$ cat config.mk
export PLATFORM = sky130hd
export DESIGN_NAME = mcpu_alu_arbiter_flat
export DESIGN_NICKNAME = d
export VERILOG_FILES = /design/src/rtl/mcpu_alu_arbiter_if.sv /design/src/rtl/mcpu_alu_arbiter.sv /design/src/flat_wrapper.sv
export SDC_FILE = /design/constraint.sdc
export NUM_CORES = 1
export LEC_CHECK = 0
export CORE_MARGIN = 3
export CORE_UTILIZATION = 41
export CTS_BUF_LIST = sky130_fd_sc_hd__clkbuf_16
export DETAILED_ROUTE_END_ITERATION = 8
export PLACE_DENSITY = 0.8
export REMOVE_ABC_BUFFERS = 1
export SYNTH_ARGS = -nofsm -noshare
export SYNTH_HDL_FRONTEND = slang
export SYNTH_SLANG_ARGS = --single-unit
$ cat constraint.sdc
create_clock -name clk -period 2.9 [get_ports clk]
set_clock_uncertainty 0.1 [all_clocks]
set_input_delay 0.58 -clock clk [delete_from_list [all_inputs] [get_ports clk]]
set_output_delay 0.58 -clock clk [all_outputs]
set_load 0.05 [all_outputs]
$ cat src/rtl/mcpu_alu_arbiter_if.sv
// Requester and ALU-facing signal bundle for mcpu_alu_arbiter.
// The slave modport is the arbiter itself. The master modport is the environment:
// both requesters plus the shared ALU.
interface mcpu_alu_arbiter_if #(
  parameter int CMD_SIZE  = 3,
  parameter int WORD_SIZE = 16
);
  logic                 req0;
  logic [CMD_SIZE-1:0]  cmd0;
  logic [WORD_SIZE-1:0] a0;
  logic [WORD_SIZE-1:0] b0;
  logic                 ack0;
  logic                 done0;

  logic                 req1;
  logic [CMD_SIZE-1:0]  cmd1;
  logic [WORD_SIZE-1:0] a1;
  logic [WORD_SIZE-1:0] b1;
  logic                 ack1;
  logic                 done1;

  logic [WORD_SIZE-1:0] result;
  logic                 result_cf;
  logic                 result_err;
  logic                 busy;

  logic [CMD_SIZE-1:0]  alu_cmd;
  logic [WORD_SIZE-1:0] alu_in1;
  logic [WORD_SIZE-1:0] alu_in2;
  logic [WORD_SIZE-1:0] alu_out;
  logic                 alu_cf;

  modport slave (
    input  req0, cmd0, a0, b0, req1, cmd1, a1, b1, alu_out, alu_cf,
    output ack0, done0, ack1, done1, result, result_cf, result_err, busy,
           alu_cmd, alu_in1, alu_in2
  );

  modport master (
    output req0, cmd0, a0, b0, req1, cmd1, a1, b1, alu_out, alu_cf,
    input  ack0, done0, ack1, done1, result, result_cf, result_err, busy,
           alu_cmd, alu_in1, alu_in2
  );
endinterface

$ cat src/rtl/mcpu_alu_arbiter.sv
// Round-robin arbiter that shares one MCPU_Alu between two requesters.
//
// state   | meaning
// --------+-----------------------------------------------------------------
// IDLE    | no operation in flight; arbitrate between req0 and req1
// SETTLE  | ALU inputs frozen; count down the settle time, capture on the last count
// CAPTURE | result and done are visible for one cycle; busy drops on exit
module mcpu_alu_arbiter #(
  parameter int CMD_SIZE      = 3,
  parameter int WORD_SIZE     = 16,
  parameter int SETTLE_CYCLES = 1
) (
  input logic                clk,
  input logic                reset,
  mcpu_alu_arbiter_if.slave  bus
);

  localparam logic [CMD_SIZE-1:0] CMD_ADD     = CMD_SIZE'(3);
  localparam logic [CMD_SIZE-1:0] CMD_MAX     = CMD_SIZE'(5);
  localparam logic [3:0]          SETTLE_LOAD = 4'(SETTLE_CYCLES);

  typedef enum logic [1:0] {
    IDLE    = 2'd0,
    SETTLE  = 2'd1,
    CAPTURE = 2'd2
  } state_t;

  state_t     state;
  logic [3:0] cnt;
  logic       last_grant;
  logic       gnt;
  logic       pick_valid;
  logic       pick;

  // When both ports request, the port that was not served last wins.
  always_comb begin
    pick_valid = bus.req0 | bus.req1;
    if (bus.req0 && bus.req1) pick = ~last_grant;
    else                      pick = bus.req1;
  end

  // Sequencer. The capture is taken on the edge that ends the settle window,
  // so the result and done are both visible during the CAPTURE cycle.
  always_ff @(posedge clk or posedge reset) begin
    if (reset) begin
      state          <= IDLE;
      cnt            <= 4'd0;
      last_grant     <= 1'b1;
      gnt            <= 1'b0;
      bus.ack0       <= 1'b0;
      bus.ack1       <= 1'b0;
      bus.done0      <= 1'b0;
      bus.done1      <= 1'b0;
      bus.busy       <= 1'b0;
      bus.result     <= '0;
      bus.result_cf  <= 1'b0;
      bus.result_err <= 1'b0;
      bus.alu_cmd    <= '0;
      bus.alu_in1    <= '0;
      bus.alu_in2    <= '0;
    end else begin
      bus.ack0  <= 1'b0;
      bus.ack1  <= 1'b0;
      bus.done0 <= 1'b0;
      bus.done1 <= 1'b0;
      case (state)
        IDLE: begin
          if (pick_valid) begin
            gnt         <= pick;
            bus.alu_cmd <= pick ? bus.cmd1 : bus.cmd0;
            bus.alu_in1 <= pick ? bus.a1   : bus.a0;
            bus.alu_in2 <= pick ? bus.b1   : bus.b0;
            bus.ack0    <= ~pick;
            bus.ack1    <= pick;
            bus.busy    <= 1'b1;
            cnt         <= SETTLE_LOAD;
            state       <= SETTLE;
          end
        end
        SETTLE: begin
          cnt <= cnt - 4'd1;
          // <= rather than == so that a zero load cannot wrap the counter
          if (cnt <= 4'd1) begin
            if (bus.alu_cmd > CMD_MAX) begin
              bus.result     <= '0;
              bus.result_cf  <= 1'b0;
              bus.result_err <= 1'b1;
            end else begin
              bus.result     <= bus.alu_out;
              bus.result_cf  <= (bus.alu_cmd == CMD_ADD) & bus.alu_cf;
              bus.result_err <= 1'b0;
            end
            bus.done0  <= ~gnt;
            bus.done1  <= gnt;
            last_grant <= gnt;
            state      <= CAPTURE;
          end
        end
        CAPTURE: begin
          bus.busy <= 1'b0;
          state    <= IDLE;
        end
        default: state <= IDLE;
      endcase
    end
  end

endmodule
$ cat src/flat_wrapper.sv
// flat-port wrapper written by rule: the top's interface ports become plain ports
module mcpu_alu_arbiter_flat 
#(
  parameter int CMD_SIZE      = 3,
  parameter int WORD_SIZE     = 16,
  parameter int SETTLE_CYCLES = 1
)
  (clk, reset, bus_req0, bus_cmd0, bus_a0, bus_b0, bus_req1, bus_cmd1, bus_a1, bus_b1, bus_alu_out, bus_alu_cf, bus_ack0, bus_done0, bus_ack1, bus_done1, bus_result, bus_result_cf, bus_result_err, bus_busy, bus_alu_cmd, bus_alu_in1, bus_alu_in2);
  mcpu_alu_arbiter_if #(.CMD_SIZE(CMD_SIZE), .WORD_SIZE(WORD_SIZE)) bus_i ();
  input logic clk;
  input logic reset;
  input wire logic [$bits(bus_i.req0)-1:0] bus_req0;
  input wire logic [$bits(bus_i.cmd0)-1:0] bus_cmd0;
  input wire logic [$bits(bus_i.a0)-1:0] bus_a0;
  input wire logic [$bits(bus_i.b0)-1:0] bus_b0;
  input wire logic [$bits(bus_i.req1)-1:0] bus_req1;
  input wire logic [$bits(bus_i.cmd1)-1:0] bus_cmd1;
  input wire logic [$bits(bus_i.a1)-1:0] bus_a1;
  input wire logic [$bits(bus_i.b1)-1:0] bus_b1;
  input wire logic [$bits(bus_i.alu_out)-1:0] bus_alu_out;
  input wire logic [$bits(bus_i.alu_cf)-1:0] bus_alu_cf;
  output wire logic [$bits(bus_i.ack0)-1:0] bus_ack0;
  output wire logic [$bits(bus_i.done0)-1:0] bus_done0;
  output wire logic [$bits(bus_i.ack1)-1:0] bus_ack1;
  output wire logic [$bits(bus_i.done1)-1:0] bus_done1;
  output wire logic [$bits(bus_i.result)-1:0] bus_result;
  output wire logic [$bits(bus_i.result_cf)-1:0] bus_result_cf;
  output wire logic [$bits(bus_i.result_err)-1:0] bus_result_err;
  output wire logic [$bits(bus_i.busy)-1:0] bus_busy;
  output wire logic [$bits(bus_i.alu_cmd)-1:0] bus_alu_cmd;
  output wire logic [$bits(bus_i.alu_in1)-1:0] bus_alu_in1;
  output wire logic [$bits(bus_i.alu_in2)-1:0] bus_alu_in2;
  assign bus_i.req0 = bus_req0;
  assign bus_i.cmd0 = bus_cmd0;
  assign bus_i.a0 = bus_a0;
  assign bus_i.b0 = bus_b0;
  assign bus_i.req1 = bus_req1;
  assign bus_i.cmd1 = bus_cmd1;
  assign bus_i.a1 = bus_a1;
  assign bus_i.b1 = bus_b1;
  assign bus_i.alu_out = bus_alu_out;
  assign bus_i.alu_cf = bus_alu_cf;
  assign bus_ack0 = bus_i.ack0;
  assign bus_done0 = bus_i.done0;
  assign bus_ack1 = bus_i.ack1;
  assign bus_done1 = bus_i.done1;
  assign bus_result = bus_i.result;
  assign bus_result_cf = bus_i.result_cf;
  assign bus_result_err = bus_i.result_err;
  assign bus_busy = bus_i.busy;
  assign bus_alu_cmd = bus_i.alu_cmd;
  assign bus_alu_in1 = bus_i.alu_in1;
  assign bus_alu_in2 = bus_i.alu_in2;
  mcpu_alu_arbiter #(.CMD_SIZE(CMD_SIZE), .WORD_SIZE(WORD_SIZE), .SETTLE_CYCLES(SETTLE_CYCLES)) u_core (.clk(clk), .reset(reset), .bus(bus_i));
endmodule
==> impl_metrics.yaml <==
yosys:
  synth_edf_count: 0
  synthFlopType: "dfrtp_1"
  yosys_warnings: 0
  synthDominantCellAreaShare: 0.508
  netlist_area_um2: 3200
  synthCells: 237
  ys_async_sr_fraction: 1.00
  yosysTopAreaCell: "dfrtp_1"
  ys_ff_latch: 66
  ys_types: 29
  syn_avg_cell_area_um2: 13.5
  synthTopCellsByArea: "dfrtp_1 (51%), mux2_2 (16%), mux2_4 (13%)"
  synth.yosys.seq_area_share: 0.517
global_routing:
  grt.overflow.total: 0
  track_usage: 0.183
  grt_start_max_net_pins: 39
  antenna_found_initial: 0
  grt_pass1_wl_um: 12600
  grt_pass1_vias: 2595
sta:
  drv_slew: 0
  relSlewSlack: 0.605
  tns_ns: 0
  whs_ns: 0.402
  finalCriticalPeriod_ns: 2.23
  hold_viol_final: 0
  rsz0062_at_grt: "no"
  fmax_mhz: 448
  tightest_slew_ns: 0.591
  setup_viol: 0
  period_share: 0.769
min_path:
  hold_path_class: "reg2reg"
  holdPathStages: 1
  holdCritStartpoint: "u_core.bus.alu_in1[1]"
worst_setup_path:
  crit_path_cell_trace: "clkdlybuf4s50_1"
  cp.depth: 1
  critical_path.max_fanout: 4
  crit_path_start_kind: "register"
  critical_path_class: "reg2out"
  reg2reg_from: "u_core.state[1]"
  crit_start: "u_core.bus.alu_cmd[2]"
  cp-end-kind: "primary output"
  cpMaxStageDelayCell: "clkdlybuf4s50_1"
  cp.required_ns: 2.22
  crit_family: "buffers and inverters"
  r2r_cells: 4
  crit_buf_inv: 1
  slowest_delay_ns: 0.83
  cp.arrival_ns: 1.55
die:
  start_util: 0.432
  core-area_um2: 7410
  io_pins: 149
  fp.dieArea_um2: 8900
  die_w_um: 94.3
  rows: 31
  die_h_um: 94.3
clocking:
  cts_buffer_depth: 2
  hold_buffers: 0
  cts_tree: "built"
  insertion_delay_ns: 0.32
  clock_sinks: 66
  cts_setup_buffers: 0
  cts_max_level: 3
  ctsResizeCount: 0
  path_clk_slew_ns: 0.06
  cts_made_buffers: 9
  cts_root_buffer: "clkbuf_16"
final_layout:
  area_growth_pct: 59.6
  nFillCells: 556
  layout-drive-gt1-share: 0.251
  final_nets: 482
  multi_input_area_um2: 1360
  ff_latch_area_um2: 1650
  diodes: 0
routing:
  first_pass_iters: 3
  wl_um: 7830
  wl_per_cell_um: 15.9
  via_per_inst: 4.74
  drtIter0Drc: 21
  ant_nets: 0
  route.detailed.drc: 0
  via_count: 2338
power_and_ir_drop:
  p_leak_nw: 2.24
  power.density_nw_per_um2: 1270
  irDropWorstVdd_uv: 586
placed_design:
  portBuffers: 148
  globalplace.congestion: 0.720
  dp_hpwl_um: 5720
job:
  cap_violations: 0
run_status:
  status: "completed"
## final cells by class
cell class              count  share of cell area
flip-flops and latches     66               0.324
repair buffers            154               0.306
multi-input cells         136               0.267
clock buffers               9              0.0441
well taps                  99              0.0243
clock inverters             7              0.0184
inverters                  22              0.0162
## cells in the final DEF (no fill, tap or decap), types with 3 or more instances in the layout
| cell type | instances |
|---|---|
| and2_1 | 3 |
| buf_12 | 3 |
| buf_4 | 3 |
| clkbuf_16 | 9 |
| clkdlybuf4s50_1 | 148 |
| dfrtp_1 | 65 |
| inv_1 | 21 |
| mux2_2 | 45 |
| mux2_4 | 27 |
| mux2i_1 | 18 |
| nand2_1 | 19 |
| nor2_1 | 4 |
| o21ai_0 | 3 |
## report_power, final
group          total [W]  leakage [nW]  internal (W)  switching [W]
sequential       0.00164         0.791       0.00138       0.000255
clock            0.00115         0.153      0.000750       0.000402
combinational    0.00368          1.29       0.00147        0.00220
## worst reg2reg max path, cell delays in order, from the launching register on
cell and delay, ns:
dfrtp_1 0.40, nand2b_1 0.29, nor4_4 0.26, buf_4 0.36, mux2_2 0.39
## stage by stage
step                      setup WS (ns)  instance area [um^2]  utilization  cells  total power [W]
after floorplan                   0.437                  3090            -    224          0.00409
after global placement            0.589                  4790        0.646    477          0.00528
after detailed placement          0.518                  4790        0.646    477          0.00536
after CTS                         0.663                  5110        0.689    493          0.00654
after global routing              0.628                  5110        0.689    493          0.00679
final                             0.669                  5110        0.689    493          0.00647
## per-layer routing
metal,vias to the layer above,track usage,wire length [um]
met4,0,0.0542,91
met3,9,0.0582,555
met1,1151,0.211,3010
li1,1102,-,-
met2,76,0.326,4170
met5,-,0,0
## registers in the layout, summed over array words and instances, names as in the netlist, 2 cells and up
signal,flops
u_core.bus.alu_in1,16
u_core.bus.alu_in2,16
u_core.bus.result,16
u_core.cnt,4
u_core.bus.alu_cmd,3
u_core.state,2
## worst paths after layout
kind	slack (ns)	endpoint
max	0.67	bus_alu_cmd[2]
min	0.40	u_core.bus.alu_in1[1]
max reg2reg	0.99	u_core.bus.result_cf
min reg2reg	0.40	u_core.bus.alu_in1[1]
max in group asynchronous	1.63	u_core.last_grant
min in group asynchronous	0.48	u_core.bus.alu_in2[13]
## cell usage after synthesis, types with 2 or more instances
cell       n
dfrtp_1   65
mux2_2    45
mux2_4    27
inv_1     22
nand2_1   19
mux2i_1   18
buf_6      6
nor2_1     4
and2_1     3
buf_2      3
o21ai_0    3
buf_4      2
clkbuf_1   2
ha_1       2
o22ai_1    2
## cell families after synthesis
group	share of synthesized area
xor gates and xnor gates	0.00274
muxes	0.341
DFF	0.517
AOI/OAI and AO/OA	0.0164
and+or+nand+nor	0.0563
buffers and inverters	0.0587
adders and majority gates	0.00782
Note: power is estimated with default switching activity, not from simulation.
==> edit 1 (same flow settings) <==
`WORD_SIZE` is set to 16 in 3 places; all go to 8.
--- a/src/rtl/mcpu_alu_arbiter_if.sv
+++ b/src/rtl/mcpu_alu_arbiter_if.sv
@@ -5,3 +5,3 @@
   parameter int CMD_SIZE  = 3,
-  parameter int WORD_SIZE = 16
+  parameter int WORD_SIZE = 8
 );
--- a/src/rtl/mcpu_alu_arbiter.sv
+++ b/src/rtl/mcpu_alu_arbiter.sv
@@ -9,3 +9,3 @@
   parameter int CMD_SIZE      = 3,
-  parameter int WORD_SIZE     = 16,
+  parameter int WORD_SIZE     = 8,
   parameter int SETTLE_CYCLES = 1
--- a/src/flat_wrapper.sv
+++ b/src/flat_wrapper.sv
@@ -4,3 +4,3 @@
   parameter int CMD_SIZE      = 3,
-  parameter int WORD_SIZE     = 16,
+  parameter int WORD_SIZE     = 8,
   parameter int SETTLE_CYCLES = 1
Interface: changed (8 resized); port bits go from 149 to 85. No check against the original RTL was run, so the function may have changed too.
==> edit 1 against the original RTL <==
Sequential power down 35%. Clock power shrank 55%. Power shrank 42%. Routed wire length down 35%. Sequential cell count decreased by 24. Setup slack better by 0.020 ns. Cell area shrank 43%. Synthesized area is 40% lower. Via count is 30% lower.
==> edit 1: results <==
metrics = {
    "status": {
        "status": "complete, no violations",
    },
    "cells_and_area": {
        "buf_share": 0.299,
        "nets": 309,
        "seq_share": 0.359,
        "clock_buffers": 5,
        "clk_share": 0.0452,
        "multi_input_cells": 105,
        "n_all_buffers": 89,
        "n_fill_cell": 347,
    },
    "routing": {
        "wirelength_mm": 5.05,
        "num_vias": 1630,
        "drt_iter0_drc": 131,
        "wl_met1_mm": 2.17,
        "wl_per_cell_um": 16.4,
        "wl_met3_um": 164,
    },
    "global_route": {
        "grt_use_total": 0.198,
        "grt_use_met2": 0.322,
        "grt_pass1_vias": 1683,
        "met1_usage": 0.264,
        "grtUsageMet3": 0.0378,
    },
    "yosys": {
        "synth_xor_area_frac": 0,
        "synthTopCellsByArea": "dfrtp_1 53%, a2bb2oi_1 6.8%, a211oi_1 5.9%, mux2i_1 5.2%, nand2_1 5.1%",
        "synth_fa_ha_area_frac": 0.0130,
        "ys_ff_latch": 42,
        "synth_compound_area_frac": 0.189,
        "ys_seq_area_frac": 0.547,
        "ys_types": 36,
    },
    "power_and_ir_drop": {
        "power_switching_share": 0.466,
        "ir_drop_uv": 744,
        "combinationalPowerShare": 0.577,
        "p_leak_nw": 1.27,
        "p_seq_frac": 0.285,
    },
    "timing": {
        "tightestPinTransition_ns": 1.08,
    },
    "setup_path": {
        "reg2reg_depth": 6,
        "r2r_slack_ns": 1.15,
        "crit_arrival_ns": 1.53,
        "reg2reg_from": "u_core.cnt[0]$_DFFE_PP0P_",
        "crit_start": "u_core.bus.alu_cmd[1]$_DFFE_PP0P_",
    },
    "placement": {
        "dp_cells": 301,
    },
    "hold_path": {
        "holdPathEnd": "u_core.bus.done0$_DFF_PP0_",
    },
    "clocking": {
        "htree_levels": 2,
        "cts_made_buffers": 5,
    },
}
-- edit 1: changes by cell type after synthesis, sizes merged, moves of 3 or more --
cell / unedited run / this run
a221o: 0 / 4
nand2: 19 / 26
a2bb2oi: 0 / 15
mux2i: 18 / 10
buf: 11 / 8
a211oi: 0 / 15
and3: 0 / 4
mux2: 72 / 2
inv: 22 / 13
dfrtp: 65 / 41
-- edit 1: stage by stage --
step | hold slack (ns) | setup slack, ns | power (mW) | area (µm²)
after global placement | 0.360 | 0.749 | 3.18 | 2800
after CTS | 0.394 | 0.681 | 3.76 | 2930
final | 0.391 | 0.689 | 3.73 | 2930
after floorplan | 0.333 | 0.868 | 2.49 | 1860
after detailed placement | 0.386 | 0.686 | 3.23 | 2800
after global routing | 0.413 | 0.650 | 3.93 | 2930
-- edit 1: logic make-up after synthesis --
group                    Yosys count
AO/OA/AOI/OAI                     46
adder cells (fa/ha/maj)            2
buffers and inverters             22
flip-flops                        42
multiplexers                      12
AND/OR/NAND/NOR                   45
==> edit 2 (config.mk and constraints unchanged) <==
Made on the original files. Re-encode `state_t` (3 states) as one-hot, 3 bits wide.
--- a/src/rtl/mcpu_alu_arbiter.sv
+++ b/src/rtl/mcpu_alu_arbiter.sv
@@ -21,6 +21,6 @@
 
-  typedef enum logic [1:0] {
-    IDLE    = 2'd0,
-    SETTLE  = 2'd1,
-    CAPTURE = 2'd2
+  typedef enum logic [2:0] {
+    IDLE    = 3'b001,
+    SETTLE  = 3'b010,
+    CAPTURE = 3'b100
   } state_t;
Function: same outputs for any inputs over 10 cycles, from zero or initial values and one cycle with reset high; not proved beyond that.
==> edit 2 against the original RTL <==
Cell area decreased by 2.4%. Power shrank 6.1%. Setup slack better by 0.020 ns. Routed wire length down 3.7%. Count of clock-buffer cells in the layout stayed put. Sequential cell count rose by 1. Synthesized area down 3.6%. Largest cell class unchanged. Largest power group unchanged.
==> edit 2: results <==
metrics = {
    "routing": {
        "wirelength_mm": 7.54,
        "drt_iter0_drc": 53,
        "num_vias": 2355,
        "first_pass_iters": 4,
        "viasPerCell": 4.78,
    },
    "yosys": {
        "ys_types": 30,
        "ys_seq_area_frac": 0.545,
        "syn_avg_cell_area_um2": 12.8,
        "synthArstFlopShare": 1.00,
        "synth_common_cells": "71 x mux2_2, 65 x dfrtp_1, 22 x inv_1",
        "synth_flop_cell": "dfrtp_1",
        "synthTopCellsByArea": "dfrtp_1 53%, mux2_2 26%, mux2i_1 5.5%, inv_1 2.7%, nand2_1 2.3%",
    },
    "cells_and_area": {
        "n_fill_cell": 561,
        "nets": 485,
        "drive_gt1_frac": 0.239,
    },
    "global_route": {
        "grt_use_total": 0.186,
        "grt_start_max_net_pins": 38,
        "grt_pass1_vias": 2606,
        "grt_pass1_wl_mm": 12.6,
    },
    "placement": {
        "gp_congestion": 0.795,
        "place_ws_ns": 0.516,
        "hpwl_mm": 5.70,
    },
    "power_and_ir_drop": {
        "p_leak_nw": 2.24,
        "ir_drop_uv": 784,
    },
    "setup_path": {
        "path_buf_inv": 1,
        "crit_arrival_ns": 1.53,
        "critPathMaxStageDelay_ns": 0.82,
    },
    "status": {
        "status": "complete, no violations",
    },
    "timing": {
        "tightestPinTransition_ns": 0.624,
    },
    "clocking": {
        "cts_buffer_depth": 2,
    },
}
-- edit 2: changes by cell type after synthesis, sizes merged, moves of 3 or more --
cell | unedited run | this run
and2 | 3 | 0
clkbuf | 2 | 5
a21oi | 0 | 4
buf | 11 | 7
-- edit 2: path summary, 6_finish.rpt --
path                       cells after the start                                 end  slack, ns                               from
max                                            1                      bus_alu_cmd[2]       0.69  u_core.bus.alu_cmd[2]$_DFFE_PP0P_
min in group asynchronous                      2  u_core.bus.alu_in1[12]$_DFFE_PP0P_       0.57                              reset
min reg2reg                                    1         u_core.bus.busy$_DFFE_PP0P_       0.38        u_core.bus.busy$_DFFE_PP0P_
max reg2reg                                    4    u_core.bus.result_cf$_DFFE_PP0P_       0.71        u_core.state[2]$_DFFE_PP0P_
min                                            1         u_core.bus.busy$_DFFE_PP0P_       0.38        u_core.bus.busy$_DFFE_PP0P_
max in group asynchronous                      3         u_core.state[0]$_DFFE_PP1P_       1.52                              reset
-- edit 2: layout make-up --
type / count / share of cell area
multi-input combinational: 139 / 0.257
inverter: 22 / 0.0166
clock inverter: 7 / 0.00577
clock buffer: 9 / 0.0452
tap: 96 / 0.0241
sequential: 67 / 0.337
timing repair buffer: 153 / 0.315
-- edit 2: kinds of logic after synthesis --
kind of cell / share of synthesized area
AOI/OAI and AO/OA: 0.0239
muxes: 0.323
adders and majority gates: 0.00812
buffers and inverters: 0.0459
DFF: 0.545
and+or+nand+nor: 0.0544
-- edit 2: layer usage --
layer	up-vias	global-route usage	wire, µm
met5	-	0	0
met4	0	0.0733	144
met3	12	0.0593	599
met2	84	0.335	3960
met1	1133	0.202	2840
li1	1126	-	-
-- edit 2: through the flow --
| step | total power, mW | area (µm²) | hold slack (ns) |
|---|---|---|---|
| after floorplan | 3.97 | 3020 | 0.333 |
| after global placement | 5.13 | 4730 | 0.361 |
| after detailed placement | 5.19 | 4730 | 0.367 |
| after CTS | 6.14 | 4980 | 0.387 |
| after global routing | 6.39 | 4980 | 0.401 |
| final | 6.07 | 4980 | 0.381 |
-- edit 2: power breakdown --
part | internal (mW) | switching, mW
registers | 1.40 | 0.250
logic | 1.38 | 2.11
clock network | 0.559 | 0.364
